--- src/rtl/spike_aer_arbiter.sv ---
// spike_aer_arbiter: latches one-cycle neuron spike pulses as pending events and
// serializes them onto a single AER valid/ready channel with round-robin grant.
// Spikes that hit an already-pending, non-granted neuron are dropped and counted.
module spike_aer_arbiter #(
    parameter int N_NEURON = 8,
    parameter int ADDR_W   = $clog2(N_NEURON),
    parameter int DROP_W   = 8
) (
    input  logic                clk,
    input  logic                rstn,
    input  logic [N_NEURON-1:0] spike_in,
    output logic                aer_valid,
    input  logic                aer_ready,
    output logic [ADDR_W-1:0]   aer_addr,
    output logic                busy,
    output logic [DROP_W-1:0]   drop_cnt,
    input  logic                drop_clr
);

    // Drop sum is widened so a multi-neuron popcount cannot wrap before saturation.
    localparam int SUM_W = DROP_W + $clog2(N_NEURON + 1);
    localparam logic [SUM_W-1:0]  DROP_MAX = SUM_W'({DROP_W{1'b1}});
    localparam logic [ADDR_W-1:0] LAST_IDX = ADDR_W'(N_NEURON - 1);

    logic [N_NEURON-1:0] pend_q, pend_d;
    logic                valid_q, valid_d;
    logic [ADDR_W-1:0]   addr_q, addr_d;
    logic [ADDR_W-1:0]   last_q, last_d;
    logic [DROP_W-1:0]   drop_q, drop_d;

    logic                slot_free;
    logic                found;
    logic [ADDR_W-1:0]   grant_idx;
    logic [ADDR_W-1:0]   cand;
    logic [N_NEURON-1:0] grant_oh;
    logic [N_NEURON-1:0] drop_vec;
    logic [SUM_W-1:0]    drop_sum;

    assign slot_free = !valid_q || aer_ready;

    // Round-robin search over registered pending bits, starting after last grant
    always_comb begin
        found     = 1'b0;
        grant_idx = '0;
        cand      = last_q;
        for (int unsigned k = 0; k < N_NEURON; k++) begin
            cand = (cand == LAST_IDX) ? '0 : cand + ADDR_W'(1);
            if (!found && pend_q[cand]) begin
                found     = 1'b1;
                grant_idx = cand;
            end
        end
    end

    // Pending, drop accounting and output-register next state
    always_comb begin
        grant_oh = '0;
        if (slot_free && found) begin
            grant_oh[grant_idx] = 1'b1;
        end

        // A spike on a neuron being granted this cycle re-arms it instead of dropping.
        drop_vec = spike_in & pend_q & ~grant_oh;
        pend_d   = (pend_q & ~(grant_oh & ~spike_in)) | spike_in;

        drop_sum = SUM_W'(drop_q);
        for (int unsigned i = 0; i < N_NEURON; i++) begin
            drop_sum = drop_sum + SUM_W'(drop_vec[i]);
        end

        if (drop_clr) begin
            drop_d = '0;
        end else if (drop_sum > DROP_MAX) begin
            drop_d = '1;
        end else begin
            drop_d = drop_sum[DROP_W-1:0];
        end

        valid_d = valid_q;
        addr_d  = addr_q;
        last_d  = last_q;
        if (slot_free) begin
            valid_d = found;
            if (found) begin
                addr_d = grant_idx;
                last_d = grant_idx;
            end
        end
    end

    // State registers with asynchronous active-low reset
    always_ff @(posedge clk or negedge rstn) begin
        if (!rstn) begin
            pend_q  <= '0;
            valid_q <= 1'b0;
            addr_q  <= '0;
            last_q  <= LAST_IDX;
            drop_q  <= '0;
        end else begin
            pend_q  <= pend_d;
            valid_q <= valid_d;
            addr_q  <= addr_d;
            last_q  <= last_d;
            drop_q  <= drop_d;
        end
    end

    assign aer_valid = valid_q;
    assign aer_addr  = addr_q;
    assign drop_cnt  = drop_q;
    assign busy      = (|pend_q) || valid_q;

endmodule

--- config.mk ---
export PLATFORM = sky130hd
export DESIGN_NAME = spike_aer_arbiter
export DESIGN_NICKNAME = d
export VERILOG_FILES = /design/src/rtl/spike_aer_arbiter.sv
export SDC_FILE = /design/constraint.sdc
export NUM_CORES = 1
export LEC_CHECK = 0
export BUFFER_PORTS_ARGS = -buffer_cell sky130_fd_sc_hd__buf_4
export CELL_PAD_IN_SITES_DETAIL_PLACEMENT = 0
export CELL_PAD_IN_SITES_GLOBAL_PLACEMENT = 1
export CORE_MARGIN = 2
export CORE_UTILIZATION = 30
export CTS_BUF_LIST = sky130_fd_sc_hd__clkbuf_4 sky130_fd_sc_hd__clkbuf_8
export DETAILED_ROUTE_END_ITERATION = 7
export PLACE_DENSITY = 0.57
export SYNTH_ARGS = -nofsm -noshare
export SYNTH_HDL_FRONTEND = slang
export SYNTH_SLANG_ARGS = --single-unit
--- constraint.sdc ---
create_clock -name clk -period 6.5 [get_ports clk]
set_clock_uncertainty 0.15 [all_clocks]
set_input_delay 1.3 -clock clk [delete_from_list [all_inputs] [get_ports clk]]
set_output_delay 1.3 -clock clk [all_outputs]
set_load 0.02 [all_outputs]
* After elaboration in Yosys (flattened, before gate mapping)
Cells that the tools add are included.
** Word-level totals
- Flip-flop bits (word level) :: 23
- Input port bits :: 12
- Output and inout port bits :: 13
- Logic and storage cells :: 114
** Operators by class
- Add/subtract/negate cells :: 16
- Order comparisons :: 11
- Eq/ne operators :: 8
- Mux-type cells :: 45
- Bitwise operators :: 8
- Reductions and logical operators :: 21
** Operators with widths (count)
- 12-bit by 1-bit adder with 12-bit output :: 4
- 3-bit 2-to-1 mux :: 16
- 3-bit by 4-bit less-than comparator with 1-bit output, second input constant :: 9
- 8-bit AND :: 4
- 3-bit by 1-bit adder with 3-bit output, second input constant :: 8
- 1-bit binary-select mux with 3-bit select :: 8
- 3-bit == test, second input constant :: 8
- 8-bit 2-to-1 mux :: 3
- 8-bit inverter :: 3
- 1-bit 2-to-1 mux :: 17
- 11-bit by 1-bit adder with 12-bit output :: 1
- 12-bit by 8-bit > comparator with 1-bit output, second input constant :: 1
- 10-bit by 1-bit adder with 11-bit output :: 1
- 9-bit by 1-bit adder with 10-bit output :: 1
- 8-bit by 1-bit adder with 9-bit output :: 1
- 1-bit logical AND :: 9
- 1-bit zero test :: 8
- 8-bit bitwise OR :: 1
- 8-bit OR reduction :: 1
- 1-bit demux with 3-bit select :: 1
- 3-bit by 1-bit greater-or-equal comparator with 1-bit output, second input constant :: 1
- 1-bit logical OR :: 2
- 2-bit AND reduction :: 1

* Logic depth before layout (Yosys ltp)
Gate-level depths: netlist of run 1.
- Word-level depth :: 44
- Depth in mapped cells :: 29
- Mapped depth without buffers :: 26

* Worst setup path after synthesis of run 1
Ideal clock, no wire load.
- Path type :: register -> register
- From :: reg last_q[1]
- To :: reg drop_q[0] (netlist: drop_cnt[0])
- Library setup time :: 132 ps
- Arrival :: 6792 ps
- Data required time :: 6218 ps
- Setup slack :: -574 ps
- Stages on the path, launching flop included :: 29
- Path buffers :: 2
- Clock period less this slack :: 7074 ps
- Cells stage by stage :: dfstp_2 > ha_1 > ha_1 > nand2b_1 > inv_1 > clkbuf_1 > ha_1 > xnor2_1 > xnor2_1 > mux4_2 > nand4_1 > or3_1 > o22a_1 > a22o_1 > buf_6 > nor2_1 > a21oi_1 > fa_1 > inv_1 > fa_1 > inv_1 > fa_1 > fa_1 > fa_1 > a21o_1 > a21oi_1 > nor2_1 > nand3_1 > a21oi_1
** Between the ends
- Word-level cells in the longest chain between the ends :: 44
- Elaborated cells on any way between the ends :: 90
- Those cells by class :: add/sub: 16; order compare: 3; eq/ne: 8; mux: 45; bitwise: 2; reduce/logical: 16
** Ends and longest elaborated chain
- from (decl) :: line 28 : logic [ADDR_W-1:0] last_q, last_d;
- from (signal assigned) :: line 103 : last_q <= last_d;
- 3-bit by 1-bit adder with 3-bit output / 3-bit == test (equally long branches) :: line 47 : cand = (cand == LAST_IDX) ? '0 : cand + ADDR_W'(1);
- 3-bit 2-to-1 mux (*) :: line 47
- parallel branches: the longest is 28 deep, another holds 3-bit by 1-bit adder with 3-bit output
- 8-bit 2-to-1 mux (*) :: line 58 : if (slot_free && found) begin
- 8-bit inverter (*) :: line 63 : drop_vec = spike_in & pend_q & ~grant_oh;
- 8-bit AND (*) :: line 63
- 8-bit by 1-bit adder with 9-bit output :: line 68 : drop_sum = drop_sum + SUM_W'(drop_vec[i]);
- 9-bit by 1-bit adder with 10-bit output :: line 68
- 10-bit by 1-bit adder with 11-bit output :: line 68
- 11-bit by 1-bit adder with 12-bit output :: line 68
- 12-bit by 1-bit adder with 12-bit output (3 in a row) :: line 68
- 12-bit by 1-bit adder with 12-bit output (*) :: line 68
- 12-bit by 8-bit > comparator with 1-bit output :: line 73 : end else if (drop_sum > DROP_MAX) begin
- 8-bit 2-to-1 mux (*) :: line 73
- 8-bit 2-to-1 mux (*) :: line 71 : if (drop_clr) begin
- net drop_d[0] :: line 29 : logic [DROP_W-1:0] drop_q, drop_d;
- to (signal assigned) :: line 104 : drop_q <= drop_d;
- to (decl) :: line 29
Mark *: on every way through the listed nets, which the timed path passes. The select of a mux whose other input is x is not followed.
A chain may end at the register's enable or synchronous reset.

* Worst setup path in the final report of run 1
- From :: reg last_q[1]
- To :: reg drop_q[7] (netlist: drop_cnt[7])
The elaborated chain is that of the path after synthesis.

==> metrics.md, run 1 <==
| Metric | Value |
|---|---|
| Overflow after GRT | 0 |
| Arrival @ worst endpoint | 6.35 ns |
| Status | finished, final reports clean |
| Layout area overhead | 33.4% |
| CP Class | reg2reg |
| Slew Limit Fails | 0 |
| Critical path endpoint category | flop |
| Min cycle time layout | 6.33 ns |
| Filler cells | 756 |
| Yosys cell types | 60 |
| Final period utilization | 0.974 |
| #FFs+latches synth | 23 |
| Die ar. | 8040 um^2 |
| Port buffer count | 24 |
| Routed Antenna Nets | 0 |
| CTS Buf Count | 3 |
| Post-Route WL | 6.31 mm |
| Reg clk slew, reported paths | 0.09 ns |
| Initial antenna violation count | 0 |
| Main synth FF type | dfrtp_1 |
| Placed Cells | 403 |
| Multi-input logic area | 1670 um^2 |
| Worst Hold Margin | 0.354 ns |
| Worst setup SP type | flop |
| Clk sinks | 23 |
| Mean Syn Cell Area | 8.60 um^2 |
| Antenna Cells | 0 |
| Seq/Total Area, Yosys | 0.263 |
| Number of flops mapped to enable cells by yosys | 0 |
| Maximum clock rate | 158 MHz |
| Placer Congestion | 0.853 |
| IO Count | 25 |
| Vias in the first global route | 2,128 |
| Final std cells w/o fill | 410 |
| Rows | 31 |
| Initial DRT Pass Iterations | 4 |
| Root buffer cell | clkbuf_8 |
| Via count | 2,104 |
| Synth top area cells | dfrtp_1, a21oi_1, ha_1 |
| Utilization after layout | 0.409 |
| FF-to-FF setup slack | 0.17 ns |
| Hold Violations, Final | 0 |
| Slew headroom | 0.692 |
| Hpwl dp | 5.04 mm |
| H-tree depth | 1 |
| Hold_buf cts | 0 |
| Worst Tran Pin Value | 0.458 ns |
| Core area | 7180 um^2 |
| DR DRC count | 0 |
| Slowest cell on crit path | dfstp_2 |
| Die Span X | 89.7 um |
| Clock latency on the worst-skew pair | 0.27 ns |
| Final net count | 339 |
| Initial core utilization | 0.307 |
| Total track usage | 0.168 |
| Mapped Cells | 256 |
| Syn_nets | 283 |
| Drt initial violations | 57 |
| Min-Delay Path Class | reg2reg |
| First-pass GRT wire length | 10.5 mm |
| FF/Latch Area | 579 um^2 |
| Synth warnings | 0 |
| Layout cell share with drive strength beyond 1 | 0.360 |
| Worst Path Max Fanout | 4 |
| Max cap viols | 0 |
| Ys async rst share | 1.00 |
| Routed len/inst | 15.4 um |
| Req. time, crit path | 6.52 ns |
| Clock tree buffer depth | 2 |
| Synth top area share | 0.227 |
| Setup repair after global routing missed its margin | true |
| Largest stage delay, worst path | 0.57 ns |
| Mapped cell area | 2200 um^2 |
| Vias per std cell | 5.13 |
| Die height | 89.7 um |
| Biggest area consumer among synthesized cells | dfrtp_1 |
| Largest net degree at the start of global routing | 24 |
| Final Setup Violations | 0 |
| CTS tree | built |
[critical path, delay by kind of cell, from the launching register on]
kind | cells | cell delay (ns)
adders and majority gates | 8 | 2.68
AOI/OAI and AO/OA | 6 | 1.04
and+or+nand+nor | 5 | 0.85
DFF | 1 | 0.57
muxes | 2 | 0.38
xor gates and xnor gates | 2 | 0.30
buffers and inverters | 4 | 0.26
[layer usage]
metal  wire (um)  part of all wire  GRT usage
met5           0                 0          0
met4          62            0.0098     0.0380
met3         168             0.027     0.0174
met2        3260              0.52      0.293
met1        2820              0.45      0.225
[per-stage QoR]
stage / setup TNS, ns / setup WS, ns / area, um^2
2_1_floorplan: 0 / 0.0610 / 2260
4_1_cts: 0 / 0.00820 / 2830
3_3_place_gp: -0.0673 / -0.0166 / 2760
5_1_grt: -0.801 / -0.115 / 2940
3_5_place_dp: -0.334 / -0.0564 / 2760
6_report: 0 / 0.167 / 2940
[layout by cell type (no fill, tap or decap), drive strengths merged, types with 3 or more instances in the layout]
master and n:
buf 61, a21oi 28, nor2 27, nand2 26
dfrtp 20, inv 12, mux2i 10, ha 10
o21ai 8, nor3 7, nand3 7, a31oi 7
o211ai 5, mux2 5, o21a 5, nand2b 5
fa 5, xor2 4, or3 4, xnor2 4
nor3b 4, mux4 3, nor2b 3, nand4 3
clkbuf 3, dfstp 3
[sequential cells by signal, indices dropped and copies added (netlist names)]
register	count
drop_cnt	8
pend_q	8
aer_addr	3
last_q	3
aer_valid	1
[kinds of logic (layout without fill, tap and decap cells)]
family / Yosys count / after routing / share of synthesized area
buffers and inverters: 22 / 77 / 0.0500
DFF: 23 / 23 / 0.263
adders and majority gates: 15 / 15 / 0.102
and+or+nand+nor: 94 / 94 / 0.208
muxes: 18 / 18 / 0.107
AOI/OAI and AO/OA: 75 / 75 / 0.227
xor gates and xnor gates: 9 / 9 / 0.0426
[cell usage after synthesis (5+ instances only)]
| cell | n |
|---|---|
| o21ai_0 | 5 |
| nand3_1 | 7 |
| nand2b_1 | 5 |
| nor3_1 | 7 |
| ha_1 | 10 |
| fa_1 | 5 |
| a31oi_1 | 7 |
| mux2i_1 | 8 |
| nand2_1 | 26 |
| a21oi_1 | 26 |
| o21a_1 | 5 |
| nor2_1 | 27 |
| inv_1 | 10 |
| dfrtp_1 | 20 |
| o211ai_1 | 5 |
[area by class of cell]
| cell class | instances | share of cell area |
|---|---|---|
| Inverter | 12 | 0.0170 |
| Tap cell | 99 | 0.0422 |
| Sequential cell | 23 | 0.197 |
| Clock buffer | 3 | 0.0141 |
| Multi-Input combinational cell | 211 | 0.570 |
| Clock inverter | 1 | 0.00256 |
| Timing Repair Buffer | 61 | 0.157 |
[repair_timing]
item / 4_1_cts / 5_1_grt
setup endpoints to repair: 8 / 8
endpoints found under the hold margin: 0 / 0
buffers inserted: 0 / 3
gates resized for setup: 3 / 20
pin swaps: 0 / 19
[path summary, 6_finish.rpt]
kind	from	end	depth (start not counted)
setup reg to reg	last_q[1]$_DFFE_PN1P_	drop_cnt[7]$_DFF_PN0_	27
hold / removal	aer_addr[1]$_DFFE_PN0P_	aer_addr[1]$_DFFE_PN0P_	1
max in group asynchronous	rstn	last_q[2]$_DFFE_PN1P_	1
setup / recovery	last_q[1]$_DFFE_PN1P_	drop_cnt[7]$_DFF_PN0_	27
min in group asynchronous	rstn	drop_cnt[5]$_DFF_PN0_	1
hold reg to reg	aer_addr[1]$_DFFE_PN0P_	aer_addr[1]$_DFFE_PN0P_	1
Power of run 1 is left out: the tool's default activity adds up to more than one toggle a clock period on the data nets, which glitch-free logic cannot reach.
==> inputs of run 2 (changes only) <==
Settings changed: GPL_TIMING_DRIVEN from default to 0, PLACE_DENSITY 0.57 to default, PLACE_DENSITY_LB_ADDON from default to 0.08.
==> metrics.md, run 2 (synthesized netlist as in run 1, its figures left out) <==
| Metric | Value |
|---|---|
| Status | finished, final reports clean |
| Slowest cell on crit path | fa_1 |
| H-tree depth | 1 |
| Worst Hold Depth | 1 |
| Worst setup SP type | flop |
| FF-to-FF setup slack | 0.02 ns |
| Rows | 31 |
| Reg clk slew, reported paths | 0.09 ns |
| First-pass GRT wire length | 11.0 mm |
| Most common cell after layout, fill and taps aside | buf_4 |
| Die Span X | 89.7 um |
| Via count | 2,194 |
| Commonest cells after routing, fill and taps aside | buf_4, nand2_1, nor2_1, a21oi_1, dfrtp_1 |
| IO Count | 25 |
| Routed Antenna Nets | 0 |
| Port buffer count | 23 |
| Setup repair after global routing missed its margin | true |
| Placer Congestion | 0.841 |
| Clock tree buffer depth | 2 |
| TNS Setup | 0 ns |
| Initial core utilization | 0.307 |
| Layout area overhead | 41.3% |
| Slew headroom | 0.699 |
| CP Class | reg2reg |
| Largest stage delay, worst path | 0.51 ns |
| Max cap viols | 0 |
| Final period utilization | 0.997 |
| Hold Violations, Final | 0 |
| Root buffer cell | clkbuf_8 |
| Worst Tran Pin Value | 0.446 ns |
| Hold EP | aer_addr[1]$_DFFE_PN0P_ |
| Vias in the first global route | 2,175 |
| Final net count | 346 |
| Clk sinks | 23 |
| Clock latency on the worst-skew pair | 0.27 ns |
| CTS Buf Count | 3 |
| DR DRC count | 0 |
| Routed len/inst | 15.9 um |
| Slew Limit Fails | 0 |
| Layout cell share with drive strength beyond 1 | 0.396 |
| Post-Route WL | 6.64 mm |
| Critical path endpoint category | flop |
| CTS tree | built |
| Min-Delay Path Class | reg2reg |
| Final Setup Violations | 0 |
| Req. time, crit path | 6.50 ns |
| Overflow after GRT | 0 |
| Arrival @ worst endpoint | 6.48 ns |
| Core area | 7180 um^2 |
| Reg-to-reg critical path endpoint | drop_cnt[7]$_DFF_PN0_ |
| Largest net degree at the start of global routing | 24 |
| Min cycle time layout | 6.48 ns |
| Drt initial violations | 87 |
| Worst Path Max Fanout | 4 |
| R2R depth | 27 |
| Die height | 89.7 um |
| Maximum clock rate | 154 MHz |
| Die ar. | 8040 um^2 |
| Total track usage | 0.178 |
| Reg-to-Reg Start | last_q[0]$_DFFE_PN1P_ |
| Hold Path Origin | aer_addr[1]$_DFFE_PN0P_ |
| Hpwl dp | 4.72 mm |
| Initial antenna violation count | 0 |
| Vias per std cell | 5.26 |
| Initial DRT Pass Iterations | 4 |
| Antenna Cells | 0 |
## run 2: changes by cell type in the layout (fill, tap and decap cells not counted), moves of 2 or more
cell | before | now
buf_6 | 1 | 6
buf_2 | 0 | 2
buf_4 | 60 | 58
mux2i_4 | 0 | 2
nor3_1 | 7 | 5
nor3_2 | 0 | 2
## run 2: stage by stage
step / cells / hold slack (ns) / utilization / setup WS (ns) / instance area [um^2]
after floorplan: 256 / 0.364 / - / 0.0610 / 2260
after global placement: 378 / 0.329 / 0.357 / -0.711 / 2560
after detailed placement: 378 / 0.335 / 0.357 / -0.694 / 2560
after CTS: 406 / 0.358 / 0.411 / -0.135 / 2950
after global routing: 417 / 0.378 / 0.433 / -0.211 / 3110
final: 417 / 0.349 / 0.433 / 0.0190 / 3110
## run 2: critical path, delay by kind of cell (launching register included)
| kind | cells | cell delay (ns) |
|---|---|---|
| AOI/OAI and AO/OA | 6 | 1.09 |
| xor gates and xnor gates | 2 | 0.35 |
| adders and majority gates | 8 | 2.66 |
| buffers and inverters | 4 | 0.35 |
| DFF | 1 | 0.39 |
| muxes | 2 | 0.41 |
| and+or+nand+nor | 5 | 0.92 |
## run 2: how the worst max path moves through the flow
stage | to | slack, ns | cells after the start | start
final | drop_cnt[7]$_DFF_PN0_ | 0.02 | 27 | last_q[0]$_DFFE_PN1P_
after CTS | drop_cnt[7]$_DFF_PN0_ | -0.14 | 28 | last_q[1]$_DFFE_PN1P_
after global placement | drop_cnt[1]$_DFF_PN0_ | -0.71 | 26 | last_q[1]$_DFFE_PN1P_
after global routing | drop_cnt[7]$_DFF_PN0_ | -0.21 | 26 | last_q[0]$_DFFE_PN1P_
after detailed placement | drop_cnt[0]$_DFF_PN0_ | -0.69 | 26 | last_q[1]$_DFFE_PN1P_
after floorplan | drop_cnt[7]$_DFF_PN0_ | 0.06 | 28 | last_q[1]$_DFFE_PN1P_
## run 2: cell type report
class                           instances  area (um^2)
Buffer                                  6         43.8
Clock buffer                            3         41.3
Inverter                               12         57.6
Timing Repair Buffer                   62          493
Multi-Input combinational cell        211         1760
Sequential cell                        23          579
Clock inverter                          1         7.51
Fill cell                             720         4070
Tap cell                               99          124
## run 2: layer usage
| layer | vias up | track usage | share of wire |
|---|---|---|---|
| li1 | 1063 | - | - |
| met1 | 1063 | 0.227 | 0.43 |
| met2 | 54 | 0.303 | 0.51 |
| met3 | 14 | 0.0274 | 0.037 |
| met4 | 0 | 0.0651 | 0.022 |
| met5 | - | 0 | 0 |
## run 2: what timing repair did
item,in CTS,in global routing
setup buffers,25,15
endpoints found under the setup margin,8,8
gates resized for setup,29,18
hold buffers,0,0
pin swaps,23,31
Power of run 2 is left out for the same reason.
==> inputs of run 3 (changes only) <==
Settings changed: ABC_AREA from default to 1, RECOVER_POWER from default to 100.
==> metrics.md, run 3 <==
| Metric | Value |
|---|---|
| Overflow after GRT | 0 |
| Synth warnings | 0 |
| Final net count | 424 |
| Req. time, crit path | 6.49 ns |
| Slew headroom | 0.148 |
| Initial DRT Pass Iterations | 4 |
| Reg clk slew, reported paths | 0.08 ns |
| DR DRC count | 0 |
| Core area | 7610 um^2 |
| Maximum clock rate | 161 MHz |
| Synth top area share | 0.216 |
| #FFs+latches synth | 23 |
| Clock tree buffer depth | 2 |
| Worst Hold Margin | 0.334 ns |
| CTS Buf Count | 3 |
| Synth cell count leaders | nand2_1, nand3_1, inv_1, nor2_1, dfrtp_1 |
| Utilization after layout | 0.393 |
| Min-Delay Path Class | reg2reg |
| Initial antenna violation count | 0 |
| Top-count cell post-synth | nand2_1 |
| Die ar. | 8460 um^2 |
| Final period utilization | 0.955 |
| Largest stage delay, worst path | 0.57 ns |
| Arrival @ worst endpoint | 6.20 ns |
| Worst setup SP type | flop |
| Final Setup Violations | 0 |
| Commonest cells after routing, fill and taps aside | nand2_1, inv_1, nand3_1, buf_4, nand2_2 |
| Mean Syn Cell Area | 6.65 um^2 |
| Antenna Cells | 0 |
| Critical path endpoint category | flop |
| Hold Violations, Final | 0 |
| Status | finished, final reports clean |
| Initial core utilization | 0.305 |
| Max cap viols | 0 |
| Drt initial violations | 67 |
| Post-Route WL | 6.54 mm |
| Root buffer cell | clkbuf_8 |
| Layout cell share with drive strength beyond 1 | 0.293 |
| Placer Congestion | 0.812 |
| Port buffer count | 23 |
| Total track usage | 0.158 |
| Routed len/inst | 13.1 um |
| Clock latency on the worst-skew pair | 0.26 ns |
| Biggest area consumer among synthesized cells | dfrtp_1 |
| Via count | 2,320 |
| Die Span X | 92.0 um |
| Die height | 92.0 um |
| Hold_buf cts | 0 |
| Most common cell after layout, fill and taps aside | nand2_1 |
| Worst Path Max Fanout | 10 |
| TNS Setup | 0 ns |
| Slew Limit Fails | 0 |
| Hpwl dp | 5.27 mm |
| Largest net degree at the start of global routing | 24 |
| Yosys cell types | 35 |
| Slowest cell on crit path | dfstp_2 |
| Syn_nets | 376 |
| Synth top area cells | dfrtp_1, nand2_1, nand3_1 |
| Worst Tran Pin Value | 1.28 ns |
| CTS tree | built |
| Routed Antenna Nets | 0 |
| Mapped cell area | 2320 um^2 |
| Clk sinks | 23 |
| First-pass GRT wire length | 10.6 mm |
| Rows | 32 |
| Main synth FF type | dfrtp_1 |
| IO Count | 25 |
| H-tree depth | 1 |
| Ys async rst share | 1.00 |
| Layout area overhead | 28.9% |
| Mapped Cells | 349 |
| Min cycle time layout | 6.21 ns |
| Seq/Total Area, Yosys | 0.249 |
| Vias per std cell | 4.66 |
| Number of flops mapped to enable cells by yosys | 0 |
| CP Class | reg2reg |
| Vias in the first global route | 2,216 |
| Most used cell, CP | nand2_2 |
[run 3: cell count changes in the layout (fill, tap and decap cells not counted), moves of 7 or more]
cell      previous run  this run
inv_1                8        42
nand3_2              0        15
nand2_2              0        22
mux2i_1              7         0
clkbuf_1             0        14
nand2_1             26        96
nor2_1              25        18
a21oi_1             21        11
buf_4               58        29
nand3_1              6        42
[run 3: area by class of cell]
type | count | area, um^2
clock buffers | 3 | 41.3
well taps | 102 | 128
repair buffers | 44 | 278
clock inverters | 1 | 5.00
inverters | 50 | 201
multi-input cells | 271 | 1720
plain buffers | 4 | 41.3
flip-flops and latches | 23 | 579
fillers | 875 | 4610
[run 3: what timing repair did]
action	CTS	global route
buffers inserted	8	13
gates resized for setup	15	42
hold endpoints to repair	0	0
endpoints found under the setup margin	8	8
pin swaps	9	22
[run 3: worst paths after layout]
kind	start	endpoint	slack, ns	cells after the start
setup / recovery	last_q[0]$_DFFE_PN1P_	drop_cnt[0]$_DFF_PN0_	0.29	36
hold / removal	aer_addr[2]$_DFFE_PN0P_	aer_addr[2]$_DFFE_PN0P_	0.33	2
setup reg to reg	last_q[0]$_DFFE_PN1P_	drop_cnt[0]$_DFF_PN0_	0.29	36
hold reg to reg	aer_addr[2]$_DFFE_PN0P_	aer_addr[2]$_DFFE_PN0P_	0.33	2
max in group asynchronous	rstn	pend_q[2]$_DFF_PN0_	4.30	1
min in group asynchronous	rstn	drop_cnt[6]$_DFF_PN0_	1.14	1
[run 3: through the flow]
step | instances | area, um^2 | setup WS, ns
6_report | 498 | 2990 | 0.291
5_1_grt | 498 | 2990 | -0.0366
4_1_cts | 486 | 2780 | 0.0513
3_5_place_dp | 474 | 2620 | -0.535
3_3_place_gp | 474 | 2620 | -0.557
2_1_floorplan | 349 | 2320 | 0.335
[run 3: layer usage]
layer / wire length, um / vias up / track usage
met2: 3400 / 12 / 0.287
met5: 0 / - / 0
met4: 38 / 0 / 0.0373
met3: 68 / 2 / 0.0123
li1: - / 1213 / -
met1: 3030 / 1093 / 0.204
[run 3: cell families (layout without fill, tap and decap cells)]
logic type                 count (synthesis)  after routing  synth area share
and+or+nand+nor                          223            223             0.469
xor gates and xnor gates                   3              3            0.0113
buffers and inverters                     55            102             0.102
adders and majority gates                 15             15            0.0970
DFF                                       23             23             0.249
AOI/OAI and AO/OA                         30             30            0.0717
[run 3: critical path, delay by kind of cell (launching register included)]
family                     cells  cell delay, ns
adders and majority gates      8            2.80
and+or+nand+nor               18            1.68
buffers and inverters          7            0.57
DFF                            1            0.57
AOI/OAI and AO/OA              3            0.31
Power of run 3 is left out for the same reason.
